$ cat src/rtl/fetch_pc_unit_if.sv
// Fetch-stage bundle: hazard-unit redirect/stall controls, instruction memory port and IF/ID outputs.
interface fetch_pc_unit_if #(
  parameter int PC_W    = 32,
  parameter int INSTR_W = 16
);
  logic [1:0]         pc_src;
  logic [PC_W-1:0]    target_reg;
  logic [PC_W-1:0]    target_mem;
  logic               flush_req;
  logic [1:0]         flush_num;
  logic               bubble;
  logic [PC_W-1:0]    imem_addr;
  logic [INSTR_W-1:0] imem_data;
  logic [INSTR_W-1:0] if_id_instr;
  logic [PC_W-1:0]    if_id_pc;
  logic               if_id_valid;
  logic               flushing;

  modport master (
    output pc_src, target_reg, target_mem, flush_req, flush_num, bubble, imem_data,
    input  imem_addr, if_id_instr, if_id_pc, if_id_valid, flushing
  );

  modport slave (
    input  pc_src, target_reg, target_mem, flush_req, flush_num, bubble, imem_data,
    output imem_addr, if_id_instr, if_id_pc, if_id_valid, flushing
  );
endinterface

$ cat src/rtl/fetch_pc_unit.sv
// PC register and IF/ID register: redirect + counted NOP flush window, load-use stall holds all state.
// One-cycle latency from controls to IF/ID; imem_addr is the only combinational output (from pc_q).
module fetch_pc_unit #(
  parameter int                  PC_W      = 32,
  parameter int                  INSTR_W   = 16,
  parameter logic [PC_W-1:0]     RESET_PC  = '0,
  parameter logic [INSTR_W-1:0]  NOP_INSTR = '0
) (
  input  logic              clk,
  input  logic              rst,
  fetch_pc_unit_if.slave    bus
);
  typedef enum logic {IDLE, FLUSH} state_t;

  localparam logic [PC_W-1:0] PC_ONE = {{(PC_W-1){1'b0}}, 1'b1};

  state_t             state_q, state_d;
  logic [1:0]         cnt_q, cnt_d;
  logic [1:0]         sel_q, sel_d;
  logic [PC_W-1:0]    pc_q, pc_d;
  logic [INSTR_W-1:0] instr_q, instr_d;
  logic [PC_W-1:0]    ifpc_q, ifpc_d;
  logic               valid_q, valid_d;
  logic               flushing_q, flushing_d;

  logic [1:0]         redirect_sel;
  logic [PC_W-1:0]    redirect_pc;
  logic [1:0]         flush_len;

  // In FLUSH the latched source keeps re-sampling its target so a late RET/RTI address is tracked.
  always_comb begin
    redirect_sel = (state_q == FLUSH) ? sel_q : bus.pc_src;
    case (redirect_sel)
      2'b01:   redirect_pc = bus.target_reg;
      2'b10:   redirect_pc = bus.target_mem;
      default: redirect_pc = pc_q;
    endcase
    flush_len = (bus.flush_num == 2'd0) ? 2'd1 : bus.flush_num;
  end

  always_comb begin
    state_d = state_q;
    cnt_d   = cnt_q;
    sel_d   = sel_q;
    pc_d    = pc_q;
    instr_d = instr_q;
    ifpc_d  = ifpc_q;
    valid_d = valid_q;

    case (state_q)
      IDLE: begin
        if (bus.flush_req) begin
          pc_d    = redirect_pc;
          instr_d = NOP_INSTR;
          ifpc_d  = '0;
          valid_d = 1'b0;
          sel_d   = bus.pc_src;
          cnt_d   = flush_len - 2'd1;
          if (flush_len > 2'd1) state_d = FLUSH;
        end else if (!bus.bubble) begin
          pc_d    = pc_q + PC_ONE;
          instr_d = bus.imem_data;
          ifpc_d  = pc_q + PC_ONE;
          valid_d = 1'b1;
        end
      end
      FLUSH: begin
        pc_d    = redirect_pc;
        instr_d = NOP_INSTR;
        ifpc_d  = '0;
        valid_d = 1'b0;
        cnt_d   = cnt_q - 2'd1;
        if (cnt_q == 2'd1) state_d = IDLE;
      end
      default: state_d = IDLE;
    endcase

    flushing_d = (state_d == FLUSH);
  end

  always_ff @(posedge clk or posedge rst) begin
    if (rst) begin
      state_q    <= IDLE;
      cnt_q      <= 2'd0;
      sel_q      <= 2'b00;
      pc_q       <= RESET_PC;
      instr_q    <= NOP_INSTR;
      ifpc_q     <= '0;
      valid_q    <= 1'b0;
      flushing_q <= 1'b0;
    end else begin
      state_q    <= state_d;
      cnt_q      <= cnt_d;
      sel_q      <= sel_d;
      pc_q       <= pc_d;
      instr_q    <= instr_d;
      ifpc_q     <= ifpc_d;
      valid_q    <= valid_d;
      flushing_q <= flushing_d;
    end
  end

  assign bus.imem_addr   = pc_q;
  assign bus.if_id_instr = instr_q;
  assign bus.if_id_pc    = ifpc_q;
  assign bus.if_id_valid = valid_q;
  assign bus.flushing    = flushing_q;
endmodule

$ cat src/flat_wrapper.sv
// flat-port wrapper written by rule: the top's interface ports become plain ports
module fetch_pc_unit_flat 
#(
  parameter int                  PC_W      = 32,
  parameter int                  INSTR_W   = 16,
  parameter logic [PC_W-1:0]     RESET_PC  = '0,
  parameter logic [INSTR_W-1:0]  NOP_INSTR = '0
)
  (clk, rst, bus_pc_src, bus_target_reg, bus_target_mem, bus_flush_req, bus_flush_num, bus_bubble, bus_imem_data, bus_imem_addr, bus_if_id_instr, bus_if_id_pc, bus_if_id_valid, bus_flushing);
  fetch_pc_unit_if #(.PC_W(PC_W), .INSTR_W(INSTR_W)) bus_i ();
  input  logic clk;
  input  logic rst;
  input wire logic [$bits(bus_i.pc_src)-1:0] bus_pc_src;
  input wire logic [$bits(bus_i.target_reg)-1:0] bus_target_reg;
  input wire logic [$bits(bus_i.target_mem)-1:0] bus_target_mem;
  input wire logic [$bits(bus_i.flush_req)-1:0] bus_flush_req;
  input wire logic [$bits(bus_i.flush_num)-1:0] bus_flush_num;
  input wire logic [$bits(bus_i.bubble)-1:0] bus_bubble;
  input wire logic [$bits(bus_i.imem_data)-1:0] bus_imem_data;
  output wire logic [$bits(bus_i.imem_addr)-1:0] bus_imem_addr;
  output wire logic [$bits(bus_i.if_id_instr)-1:0] bus_if_id_instr;
  output wire logic [$bits(bus_i.if_id_pc)-1:0] bus_if_id_pc;
  output wire logic [$bits(bus_i.if_id_valid)-1:0] bus_if_id_valid;
  output wire logic [$bits(bus_i.flushing)-1:0] bus_flushing;
  assign bus_i.pc_src = bus_pc_src;
  assign bus_i.target_reg = bus_target_reg;
  assign bus_i.target_mem = bus_target_mem;
  assign bus_i.flush_req = bus_flush_req;
  assign bus_i.flush_num = bus_flush_num;
  assign bus_i.bubble = bus_bubble;
  assign bus_i.imem_data = bus_imem_data;
  assign bus_imem_addr = bus_i.imem_addr;
  assign bus_if_id_instr = bus_i.if_id_instr;
  assign bus_if_id_pc = bus_i.if_id_pc;
  assign bus_if_id_valid = bus_i.if_id_valid;
  assign bus_flushing = bus_i.flushing;
  fetch_pc_unit #(.PC_W(PC_W), .INSTR_W(INSTR_W), .RESET_PC(RESET_PC), .NOP_INSTR(NOP_INSTR)) u_core (.clk(clk), .rst(rst), .bus(bus_i));
endmodule
$ cat config.mk
export PLATFORM = sky130hd
export DESIGN_NAME = fetch_pc_unit_flat
export DESIGN_NICKNAME = d
export VERILOG_FILES = /design/src/rtl/fetch_pc_unit_if.sv /design/src/rtl/fetch_pc_unit.sv /design/src/flat_wrapper.sv
export SDC_FILE = /design/constraint.sdc
export NUM_CORES = 1
export LEC_CHECK = 0
export CAP_MARGIN = 20
export CORE_MARGIN = 2
export CORE_UTILIZATION = 35
export DETAILED_ROUTE_END_ITERATION = 10
export PLACE_DENSITY_LB_ADDON = 0.05
export SLEW_MARGIN = 20
export SYNTH_ARGS = -nofsm -noshare
export SYNTH_HDL_FRONTEND = slang
export SYNTH_SLANG_ARGS = --single-unit
$ cat constraint.sdc
create_clock -name clk -period 3.75 [get_ports clk]
set_input_delay 0.75 -clock clk [delete_from_list [all_inputs] [get_ports clk]]
set_output_delay 0.75 -clock clk [all_outputs]
set_load 0.01 [all_outputs]
==> reports/metrics.cfg <==
[yosys]
yosys_warnings=0
async_reset_ff_frac=1.00
ys.flop_type=sky130_fd_sc_hd__dfrtp_1
ys_ff_latch=86
synthesized_area_per_cell_um2=9.52
gate_count_after_technology_mapping=498
synth.net_count=590
synthesis.area_mm2=0.00474
netlist-cell-type-count=54
synth-edff-count=0
yosysSeqAreaShare=0.454

[die]
num_rows=42
die_area_mm2=0.0145
die_w_um=120
floorplan.io_pins=170
core_area_mm2=0.0132
initial_util=0.358
die_height_um=120

[clock_tree]
cts_hold_buf=0
cts_setup_buffers=0
cts_buffer_depth=2
h-tree-depth=3
clkSinkCount=86
path_clk_slew_ns=0.07
tritoncts=done
worstSkewPairLatency_ns=0.35
post_cts_resized=0
clock_tree.root_cell=sky130_fd_sc_hd__clkbuf_16
cts_made_buffers=9

[critical_path]
critPathCaptureType=register
criticalPathCategory=input pin to register
worstSetupStartpointType=input pin
timing.critical_path.slowest_cell_delay_ns=0.59
timing.critical_path.fanout_max=31
cp_cell_sequence=clkdlybuf4s50_1 -> or2_2 -> nor2_1 -> buf_4 -> and3_1 -> a311oi_1 -> a211oi_1
critical_path_required_ns=4.00
critical_path_arrival_ns=3.04
critical_path.slowest_cell=sky130_fd_sc_hd__or2_2

[timing]
final_min_period_over_clock_period=0.742
worst_slew_margin_rel=0.522
unrepaired_setup_endpoints_after_global_routing=false
worst_pin_slew_ns=0.711
clock.fmax_ghz=0.359
timing_hold_violations_final=0
finalMaxSlewViolations=0
setup_viol=0
worst_clock_skew_ns=0.00650
tns_ns=0
hold-worst-slack_ns=0.483
timing.final.crit_period_ns=2.78
post-route-worst-setup-slack_ns=0.967

[cells_and_area]
final_cell_count_no_fill=825
finalInstanceArea_mm2=0.00687
layout.filler_cells=1259
area_growth_pct=44.8
nNetsFinal=736
final-seq-area_mm2=0.00215
drive_gt1_frac=0.0693
utilization_of_the_core_after_routing=0.519
combined_area_of_the_multi_input_logic_cells_mm2=0.00236
antenna-diode-count=0

[routing]
viasPerCell=5.52
detailroute.via_count=4553
met2WireLength_um=7190
top_layer_used=met4
drtIter0Drc=326
ant_nets=0
route.layer.met1.wl_um=7490
routed_wire_length_per_instance_um=19.2
postRouteWirelength_um=15800
dr_wl_met3_um=932
drc=0
detailedRoute.firstPassIterationCount=6

[placed_design]
post_dp_cell_area_mm2=0.00656
place_ws_ns=0.601
io_port_bufs=169
dp_cells=809
hpwl_um=11500
gp_routability_congestion=0.872

[global_route]
globalRoute.totalOverflow=0
gr-usage-all-layers=0.220
grt_first_pass_wirelength_um=24700
antenna_violations_before_repair=0
grt_start_max_net_pins=87
vias_in_the_first_global_route=4386

[power_and_ir_drop]
max-vdd-ir-drop_mv=0.397
power.static_leakage_nw=2.74
power_density_mw_per_mm2=705
power_mw=4.84

[status]
outcome=completed

[flow_run]
timing.max_cap.violations=0

[min_path]
hp-class=register to register

[path summary, 6_finish.rpt]
kind,start,end,slack (ns),cells after the start
setup / recovery,bus_flush_req,u_core.bus.imem_addr[28],0.97,7
hold / removal,u_core.bus.if_id_valid,u_core.bus.if_id_valid,0.48,1
setup reg to reg,u_core.bus.imem_addr[0],u_core.bus.imem_addr[22],1.21,6
hold reg to reg,u_core.bus.if_id_valid,u_core.bus.if_id_valid,0.48,1
max in group asynchronous,rst,u_core.bus.imem_addr[9],2.55,3
min in group asynchronous,rst,u_core.bus.imem_addr[29],0.86,3
[state kept, by name, indices dropped and copies added, names as in the netlist]
| signal | flops |
|---|---|
| u_core.bus.if_id_pc | 32 |
| u_core.cnt_q | 2 |
| u_core.bus.if_id_valid | 1 |
| u_core.bus.imem_addr | 32 |
| u_core.state_q | 1 |
| u_core.bus.if_id_instr | 16 |
| u_core.sel_q | 2 |
[critical path: cells and delay by family]
family	cells	cell delay [ns]
and+or+nand+nor	3	1.17
buffers and inverters	2	0.76
AOI/OAI and AO/OA	2	0.34
[synthesized netlist by cell type, types with 4 or more instances]
| cell type | n | area [um^2] |
|---|---|---|
| sky130_fd_sc_hd__nor2_1 | 51 | 191 |
| sky130_fd_sc_hd__nor3_1 | 13 | 65.1 |
| sky130_fd_sc_hd__and3_1 | 10 | 62.6 |
| sky130_fd_sc_hd__clkbuf_1 | 30 | 113 |
| sky130_fd_sc_hd__and4_1 | 7 | 61.3 |
| sky130_fd_sc_hd__a22oi_1 | 10 | 75.1 |
| sky130_fd_sc_hd__o211ai_1 | 5 | 37.5 |
| sky130_fd_sc_hd__nand2_1 | 26 | 97.6 |
| sky130_fd_sc_hd__dfrtp_1 | 86 | 2150 |
| sky130_fd_sc_hd__a22o_1 | 4 | 35.0 |
| sky130_fd_sc_hd__buf_1 | 6 | 22.5 |
| sky130_fd_sc_hd__xor2_1 | 11 | 96.3 |
| sky130_fd_sc_hd__o21ai_0 | 32 | 160 |
| sky130_fd_sc_hd__buf_2 | 4 | 20.0 |
| sky130_fd_sc_hd__nand3_1 | 14 | 70.1 |
| sky130_fd_sc_hd__a211oi_1 | 16 | 120 |
| sky130_fd_sc_hd__a21oi_1 | 31 | 155 |
| sky130_fd_sc_hd__a221oi_1 | 16 | 140 |
| sky130_fd_sc_hd__nand4_1 | 14 | 87.6 |
| sky130_fd_sc_hd__inv_1 | 10 | 37.5 |
| sky130_fd_sc_hd__a311oi_1 | 8 | 70.1 |
| sky130_fd_sc_hd__xnor2_1 | 18 | 158 |
| sky130_fd_sc_hd__mux2_2 | 4 | 45.0 |
| sky130_fd_sc_hd__ha_1 | 4 | 50.1 |
| sky130_fd_sc_hd__mux2i_1 | 21 | 210 |
[routing by layer]
metal	up-vias	GRT usage
met1	2230	0.329
met5	-	0
li1	2151	-
met2	156	0.328
met4	0	0.0690
met3	16	0.0335
[placed cells by master (no fill, tap or decap), drive strengths merged, types with 3 or more instances in the layout]
cell	synthesis	routed
nor2b	3	3
a221oi	16	16
a22oi	10	10
inv	10	10
a211oi	16	16
dfrtp	86	86
xnor2	18	18
mux2	4	4
nand3	14	14
a221o	3	3
nor2	51	51
clkinv	0	3
o21ai	32	32
a22o	4	4
clkdlybuf4s50	0	168
a311oi	8	8
mux2i	21	21
o32a	3	3
nor3	15	15
ha	4	4
and4	7	7
nand4	16	16
xor2	11	11
a21oi	31	31
nand2	26	26
and3	10	10
o211ai	5	5
buf	14	11
clkbuf	30	11
[logic make-up after synthesis]
group                      synth area share
xor gates and xnor gates             0.0536
and+or+nand+nor                       0.163
buffers and inverters                0.0478
AOI/OAI and AO/OA                     0.217
muxes                                0.0538
DFF                                   0.454
adders and majority gates            0.0106
[cell type report]
type                            instances  area share
Clock inverter                          5     0.00820
Multi-Input combinational cell        358       0.344
Timing Repair Buffer                  179       0.259
Sequential cell                        86       0.313
Tap cell                              176      0.0321
Clock buffer                           11      0.0368
Inverter                               10     0.00565
[report_power, final]
group | internal (mW) | switching, mW
sequential | 1.20 | 0.449
clock | 0.553 | 0.387
combinational | 1.12 | 1.13
(Power assumes the default switching activity.)
